[config.mk]
export PLATFORM = sky130hd
export DESIGN_NAME = dist_ram_fifo
export DESIGN_NICKNAME = d
export VERILOG_FILES = /design/src/rtl/dist_ram_pkg.sv /design/src/rtl/ram_dist_sdp.sv /design/src/rtl/dist_ram_fifo.sv
export SDC_FILE = /design/constraint.sdc
export NUM_CORES = 2
export LEC_CHECK = 0
export CORE_UTILIZATION = 40
export DETAILED_ROUTE_END_ITERATION = 12
export PLACE_DENSITY_LB_ADDON = 0.05
export SYNTH_ARGS = -nofsm -noshare
export SYNTH_HDL_FRONTEND = slang
export SYNTH_SLANG_ARGS = --single-unit
[constraint.sdc]
create_clock -name CLK -period 2.84 [get_ports CLK]
set_input_delay 0.284 -clock CLK [delete_from_list [all_inputs] [get_ports CLK]]
set_output_delay 0.284 -clock CLK [all_outputs]
set_load 0.01 [all_outputs]
[src/rtl/dist_ram_pkg.sv]
// Shared constants, pointer type and full-compare helper for dist_ram_fifo.
// Optional threshold flags are enabled with the DIST_RAM_FIFO_THRESH_EN macro.
package dist_ram_pkg;

    localparam int DEF_WIDTH = 8;
    localparam int DEF_AW    = 8;
    localparam int MAX_AW    = 10;

    // Wide enough for any legal AW; narrower pointers are zero-extended into it.
    typedef logic [MAX_AW:0] ptr_t;

    // Full when the address bits match and the wrap bits (bit aw) differ.
    function automatic logic ptr_full(input ptr_t w, input ptr_t r, input int unsigned aw);
        ptr_t mask;
        mask = ptr_t'((1 << aw) - 1);
        return ((w & mask) == (r & mask)) && (w[aw] != r[aw]);
    endfunction

endpackage

[src/rtl/ram_dist_sdp.sv]
// Simple dual-port distributed RAM: synchronous write port, asynchronous read port.
module ram_dist_sdp
    import dist_ram_pkg::*;
#(
    parameter int WIDTH = DEF_WIDTH,
    parameter int AW    = DEF_AW
) (
    input  logic             CLK,
    input  logic             WE,
    input  logic [AW-1:0]    WA,
    input  logic [WIDTH-1:0] D,
    input  logic [AW-1:0]    RA,
    output logic [WIDTH-1:0] O
);

    logic [WIDTH-1:0] r_mem [0:(2**AW)-1];

    always_ff @(posedge CLK) begin
        if (WE) begin
            r_mem[WA] <= D;
        end
    end

    assign O = r_mem[RA];

endmodule

[src/rtl/dist_ram_fifo.sv]
// First-word-fall-through synchronous FIFO on distributed RAM with sticky OVF/UNF.
// Define DIST_RAM_FIFO_THRESH_EN to add registered AFULL/AEMPTY threshold flags.
module dist_ram_fifo
    import dist_ram_pkg::*;
#(
    parameter int WIDTH = DEF_WIDTH,
    parameter int AW    = DEF_AW
`ifdef DIST_RAM_FIFO_THRESH_EN
    ,
    parameter int AF_LVL = (2**AW) - 4,
    parameter int AE_LVL = 4
`endif
) (
    input  logic             CLK,
    input  logic             RST,
    input  logic [WIDTH-1:0] D,
    input  logic             WE,
    output logic             FULL,
    output logic [WIDTH-1:0] O,
    input  logic             RE,
    output logic             EMPTY,
    output logic [AW:0]      COUNT,
    output logic             OVF,
    output logic             UNF
`ifdef DIST_RAM_FIFO_THRESH_EN
    ,
    output logic             AFULL,
    output logic             AEMPTY
`endif
);

    logic [AW:0] r_wptr;
    logic [AW:0] r_rptr;
    logic [AW:0] r_count;
    logic        r_full;
    logic        r_empty;
    logic        r_ovf;
    logic        r_unf;

    logic        w_wr_ok;
    logic        w_rd_ok;
    logic [AW:0] w_wptr_nxt;
    logic [AW:0] w_rptr_nxt;
    logic [AW:0] w_count_nxt;

    // Accepts use only registered flags, so WE/RE never reach FULL/EMPTY/COUNT combinationally.
    assign w_wr_ok    = WE & ~r_full;
    assign w_rd_ok    = RE & ~r_empty;
    assign w_wptr_nxt = r_wptr + {{AW{1'b0}}, w_wr_ok};
    assign w_rptr_nxt = r_rptr + {{AW{1'b0}}, w_rd_ok};

    always_comb begin
        w_count_nxt = r_count;
        if (w_wr_ok && !w_rd_ok) begin
            w_count_nxt = r_count + {{AW{1'b0}}, 1'b1};
        end else if (w_rd_ok && !w_wr_ok) begin
            w_count_nxt = r_count - {{AW{1'b0}}, 1'b1};
        end
    end

    always_ff @(posedge CLK) begin
        if (RST) begin
            r_wptr  <= '0;
            r_rptr  <= '0;
            r_count <= '0;
            r_full  <= 1'b0;
            r_empty <= 1'b1;
            r_ovf   <= 1'b0;
            r_unf   <= 1'b0;
        end else begin
            r_wptr  <= w_wptr_nxt;
            r_rptr  <= w_rptr_nxt;
            r_count <= w_count_nxt;
            r_empty <= (w_wptr_nxt == w_rptr_nxt);
            r_full  <= ptr_full(ptr_t'(w_wptr_nxt), ptr_t'(w_rptr_nxt), AW);
            r_ovf   <= r_ovf | (WE & r_full);
            r_unf   <= r_unf | (RE & r_empty);
        end
    end

    ram_dist_sdp #(
        .WIDTH (WIDTH),
        .AW    (AW)
    ) u_ram (
        .CLK (CLK),
        .WE  (w_wr_ok),
        .WA  (r_wptr[AW-1:0]),
        .D   (D),
        .RA  (r_rptr[AW-1:0]),
        .O   (O)
    );

    assign FULL  = r_full;
    assign EMPTY = r_empty;
    assign COUNT = r_count;
    assign OVF   = r_ovf;
    assign UNF   = r_unf;

`ifdef DIST_RAM_FIFO_THRESH_EN
    logic r_afull;
    logic r_aempty;

    always_ff @(posedge CLK) begin
        if (RST) begin
            r_afull  <= 1'b0;
            r_aempty <= 1'b1;
        end else begin
            r_afull  <= (w_count_nxt >= (AW+1)'(AF_LVL));
            r_aempty <= (w_count_nxt <= (AW+1)'(AE_LVL));
        end
    end

    assign AFULL  = r_afull;
    assign AEMPTY = r_aempty;
`endif

endmodule
-- Yosys cells after proc, flatten, opt, wreduce, memory -nomap -nowiden
Memory sizes are Yosys's and may differ from the RTL's. A register that Yosys moved wholly into a read port is not among the register bits.
Cells that the tools add are included.
- register bits after elaboration: 31
- memory bits (writable): 2048
- input bits: 12
- output and inout port bits: 21
- word-level logic and storage cells: 34
- memories: 1
- $add $sub $neg: 4
- equal/unequal tests: 3
- muxes and demuxes: 5
- bitwise gates (word level): 8
- reduce and logical (&&, ||, !) cells: 6
- memories (name ; depth ; bits a word ; read ports ; clocked after Yosys merged registers in ; write ports ; RTL line ; source):
    u_ram.r_mem ; 256 ; 8 ; 1 ; 1 ; 1 ; ram_dist_sdp.sv:16 ; logic [WIDTH-1:0] r_mem [0:(2**AW)-1];
- operator list (kind ; count):
    $add 9x1->9 ; 2
    $mux 9 ; 2
    $add 9x1->9 const B ; 1
    $eq 9x9->1 ; 1
    $sub 9x1->9 const B ; 1
    $eq 8x8->1 ; 1
    $mux 8 ; 1
    $and 1x1->1 ; 4
    $logic_and 1x1->1 ; 3
    $logic_not 1->1 ; 2
    $mux 1 ; 2
    $not 1->1 ; 2
    $or 1x1->1 ; 2
    $reduce_bool 2->1 ; 1
    $ne 1x1->1 ; 1

-- Depth between registers and ports, before layout
- depth in word-level cells: 6
- mapped depth: 14
- depth with buffers taken out: 13

-- Hierarchy
From an unflattened synthesis, not the netlist that was laid out.
- cell total of the unflattened synthesis: 3907
- area, all modules: 81021.5 sq um
- by module, submodules not included (module ; instances ; cells each ; area each (sq um)):
    ram_dist_sdp ; 1 ; 3725 ; 79396.1
    dist_ram_fifo ; 1 ; 182 ; 1625.3

-- Least setup slack after synthesis
No wires, ideal clock.
- path kind: register to register
- from: register r_full, in the netlist FULL
- to: register r_count[8], in the netlist COUNT[8]
- setup time: 71 ps
- arrival: 2664 ps
- required time: 2769 ps
- setup slack: 105 ps
- cell stages (with the launch flop): 14
- cell sequence: dfxtp_1 -> nor2b_1 -> clkbuf_1 -> ha_1 -> inv_1 -> ha_1 -> nor2b_1 -> o21ai_0 -> a21boi_0 -> o21ai_0 -> a21oi_1 -> xnor2_1 -> or3_1 -> a21oi_1
- longest elaborated chain between the ends: 5
- elaborated cells on any way between the ends: 7
- those cells by class: mux (1); bitwise (2); reduce/logical (4)
- RTL lines (item ; RTL line ; source):
    from (decl) ; dist_ram_fifo.sv:35 ; logic r_full;
    from (signal assigned) ; dist_ram_fifo.sv:75 ; r_full <= ptr_full(ptr_t'(w_wptr_nxt), ptr_t'(w_rptr_nxt), AW);
    $not 1->1 * ; dist_ram_fifo.sv:47 ; assign w_wr_ok = WE & ~r_full;
    $and 1x1->1 * ; dist_ram_fifo.sv:47 ;
    $logic_not 1->1 ; dist_ram_fifo.sv:56 ; end else if (w_rd_ok && !w_wr_ok) begin
    $logic_and 1x1->1 ; dist_ram_fifo.sv:56 ;
    $reduce_bool 2->1 (no source line) ; -- ;
    to (signal assigned) ; dist_ram_fifo.sv:73 ; r_count <= w_count_nxt;
    to (decl) ; dist_ram_fifo.sv:34 ; logic [AW:0] r_count;
Every way passes the cells marked *; elsewhere a longest branch is shown, timed or not.
A chain may end at the register's enable or synchronous reset.

==> out/results.tsv <==
stage	metric	value	unit
outcome	status	finished with violations	
outcome	violated checks	setup timing	
synthesis	mapped cell area	0.0820	mm²
timing	Final min period	4.33	ns
clocking	clock sinks	2079	
synthesis	Syn Inst Count	3963	
synthesis	Post-synth EDFFs	2048	
power	PwrDens	685	mW/mm²
critical_path	CP Data Required Time	2.56	ns
synthesis	main flop type after synthesis	edfxtp_1	
critical_path	CP Cell Sequence	buf_12, buf_12, buf_12, buf_8, mux4_2, mux4_2, a221o_1, a21oi_4, buf_6, nor2_4, buf_2	
power	Leak Pwr	0.0327	µW
grt	number of global-route vias before repair	43697	
route	DR WL/cell	31.7	µm
critical_path	R2R Setup Slk	0.17	ns
placed_design	IO buf count	32	
finish	post-layout util	49.7	%
critical_path	reg-to-reg startpoint	r_rptr[1]	
route	vias per cell	5.52	
finish	number of fill cells	16570	
timing	RSZ-0062 raised after global routing	yes	
synthesis	Post-synth ARST share	0	%
finish	most frequent cells in the layout	edfxtp_1 (2,048), buf_4 (777), mux4_2 (430), nor2_1 (323), clkbuf_16 (224)	
floorplanning	Die W	455	µm
min_path	class of the worst hold path	in -> reg	
floorplanning	Initial Util	40.4	%
critical_path	Crit path largest cell delay	0.59	ns
synthesis	post-synthesis compound-gate area fraction	2.69	%
floorplanning	I/O Pins	33	
finish	P&R area growth vs syn	23.0	%
timing	crit path setup slack, layout	-1.49	ns
critical_path	largest fanout on the critical path	8	
power	Worst IR Drop VDD	622	µV
timing	fmax	231	MHz
timing	setup_tns	-11.27	ns
floorplanning	Cell Rows	165	
clocking	CTS tree	done	
critical_path	R2R Path End	FULL	
grt	GRT Total Usage	24.0	%
clocking	CTS Buf Count	221	
finish	commonest non-fill, non-tap cell in the layout	edfxtp_1	
synthesis	Seq cells post-synth	2079	
critical_path	worst path bufs/invs	6	
grt	largest net degree at the start of global routing	98	
finish	share of layout cells above drive strength 1	36.5	%
min_path	Hold Path Origin	RE	
min_path	hold endpoint	UNF	
finish	register area	0.0621	mm²
synthesis	simple-gate share of the synthesized area	3.05	%
route	DRC errors left	0	
clocking	Clk Latency, worst-skew pair	0.86	ns
critical_path	cell family with most CP delay	multiplexers	
clocking	clk slew on worst S/H paths	0.06	ns
grt	first-pass GRT wire length	345000	µm
timing	Rel. slew slack	35.6	%
synthesis	largest family of logic cells by synthesized area	multiplexers	
route	total wire length	247000	µm
synthesis	mux contribution to synthesized area	15.9	%
synthesis	Mapped Nets	3988	
timing	Tcrit/Tclk final	152	%
timing	WHS	0.0957	ns
timing	final setup vio count	8	
synthesis	Netlist cell types	73	
synthesis	YS warnings	0	
clocking	clk buf depth	3	
route	initial DRC count	4235	
flow_run	total of max-cap violations	0	
timing	worst slew pin tran	0.965	ns
critical_path	CP Class	reg -> out	
grt	total congestion overflow	0	
route	drt pass-1 iters	5	
finish	Multi-input gate area	0.0190	mm²
clocking	htree depth	4	
synthesis	syn_area_per_cell	20.7	µm²
synthesis	Post-Synth XOR/XNOR Area	0.310	%
floorplanning	die height	455	µm
critical_path	Top cell by count, worst path	buf_12	
synthesis	sequential cell area fraction in the yosys report	75.8	%
critical_path	slowest CP cell	mux4_2	
floorplanning	Die ar.	0.207	mm²
critical_path	Worst setup EP type	primary output	
min_path	Hold Path Cell Cnt	3	
route	DR vias	43016	
timing	Hold Vio Cnt, Final	0	
critical_path	instance count on the critical path	11	
critical_path	startpoint types	register	
placed_design	placed cell areas	0.0918	mm²
clocking	clock root cell	clkbuf_16	
finish	nets	4945	
placed_design	DP HPWL	162000	µm
critical_path	Arr. time, crit path	4.04	ns
timing	Final Max Tran Viols	0	
route	Routed Antenna Nets	0	
timing	Fin Clk Skew	0.0212	ns
critical_path	reg2reg path depth	11	
floorplanning	core area	0.203	mm²
finish	design area	0.101	mm²
placed_design	RePlAce Congestion	0.822	
grt	antenna violations before repair	9	
synthesis	Post-Synth Adder-Cell Area	0.208	%
power	Tot Pwr	69100	µW
synth_stat cells, drive strengths merged, types with 3 or more instances:
library cell / instances / share of area, %
a2111oi: 4 / 0.050
a211o: 3 / 0.032
a211oi: 24 / 0.22
a21oi: 69 / 0.42
a221o: 18 / 0.22
a221oi: 42 / 0.45
a22o: 3 / 0.032
a22oi: 23 / 0.21
a311oi: 7 / 0.075
a31oi: 6 / 0.046
and2: 5 / 0.038
buf: 144 / 1.5
clkbuf: 95 / 0.46
dfxtp: 31 / 0.76
edfxtp: 2048 / 75
ha: 12 / 0.18
inv: 11 / 0.050
mux2: 31 / 0.43
mux2i: 186 / 2.3
mux4: 470 / 13
nand2: 87 / 0.40
nand2b: 8 / 0.061
nand3: 52 / 0.32
nand3b: 3 / 0.027
nand4: 20 / 0.15
nor2: 332 / 1.5
nor2b: 29 / 0.22
nor3: 25 / 0.15
nor4: 6 / 0.046
o211ai: 4 / 0.037
o21ai: 65 / 0.40
o221ai: 7 / 0.075
o22ai: 17 / 0.13
o31ai: 5 / 0.046
o32ai: 4 / 0.043
xnor2: 17 / 0.18
xor2: 12 / 0.13
registers in the layout (all words and copies together), names as in the netlist:
| register | flops |
|---|---|
| EMPTY | 1 |
| COUNT | 9 |
| u_ram.r_mem | 2048 |
| UNF | 1 |
| r_wptr | 9 |
| r_rptr | 9 |
| FULL | 1 |
| OVF | 1 |
kinds of logic after synthesis:
group                      count (synthesis)
AOI/OAI and AO/OA                        321
muxes                                    687
buffers and inverters                    254
xor gates and xnor gates                  29
and+or+nand+nor                          580
adders and majority gates                 13
DFF                                     2079
worst max path at each step:
stage                     startpoint       end  slack (ns)
after detailed placement   r_rptr[0]      O[1]       -1.73
after floorplan                 FULL  COUNT[8]        0.10
after global placement     r_rptr[0]      O[1]       -1.80
after CTS                  r_rptr[0]      O[6]       -1.57
final                      r_rptr[0]      O[7]       -1.49
after global routing       r_rptr[0]      O[5]       -1.57
worst reg2reg max path, stage by stage, from the launching register on:
cell and delay [ns]:
dfxtp_4 0.42, buf_4 0.24, buf_4 0.19, buf_8 0.20, ha_2 0.26, nand3_1 0.14, xor2_2 0.19, xor2_1 0.16
nor4_2 0.31, nand3_1 0.11, nor3_1 0.19, buf_4 0.17
power by group:
group	total (µW)	internal, µW	switching (µW)
combinational	7000	3580	3430
clock	28200	16200	12100
sequential	33800	33800	66.2
repair_timing:
action | CTS | global route
endpoints found under the hold margin | 371 | 0
cloned | 7 | 1
hold buffers | 9 | 0
setup buffers | 47 | 23
setup endpoints to repair | 9 | 11
pin swaps | 37 | 45
resized for setup | 216 | 92
final cells by class:
class | count | share of cell area, %
inverters | 12 | 0.0521
repair buffers | 976 | 9.16
diodes | 4 | 0.00993
flip-flops and latches | 2079 | 61.6
multi-input cells | 1630 | 18.9
well taps | 2672 | 3.32
clock buffers | 281 | 5.77
clock inverters | 134 | 1.21
metrics by stage:
step                setup slack, ns  instances
global placement              -1.80       7288
detailed placement            -1.73       7288
finish                        -1.49       7788
floorplan                     0.105       3963
CTS                           -1.57       7765
global route                  -1.57       7785
layer usage:
metal / track usage, % / up-vias / wire length, µm
met5: 0 / - / 13
met4: 6.01 / 2 / 5880
met3: 4.89 / 285 / 15600
met2: 37.5 / 1312 / 115000
met1: 34.5 / 23019 / 110000
li1: - / 18398 / -
(Power assumes the default switching activity.)
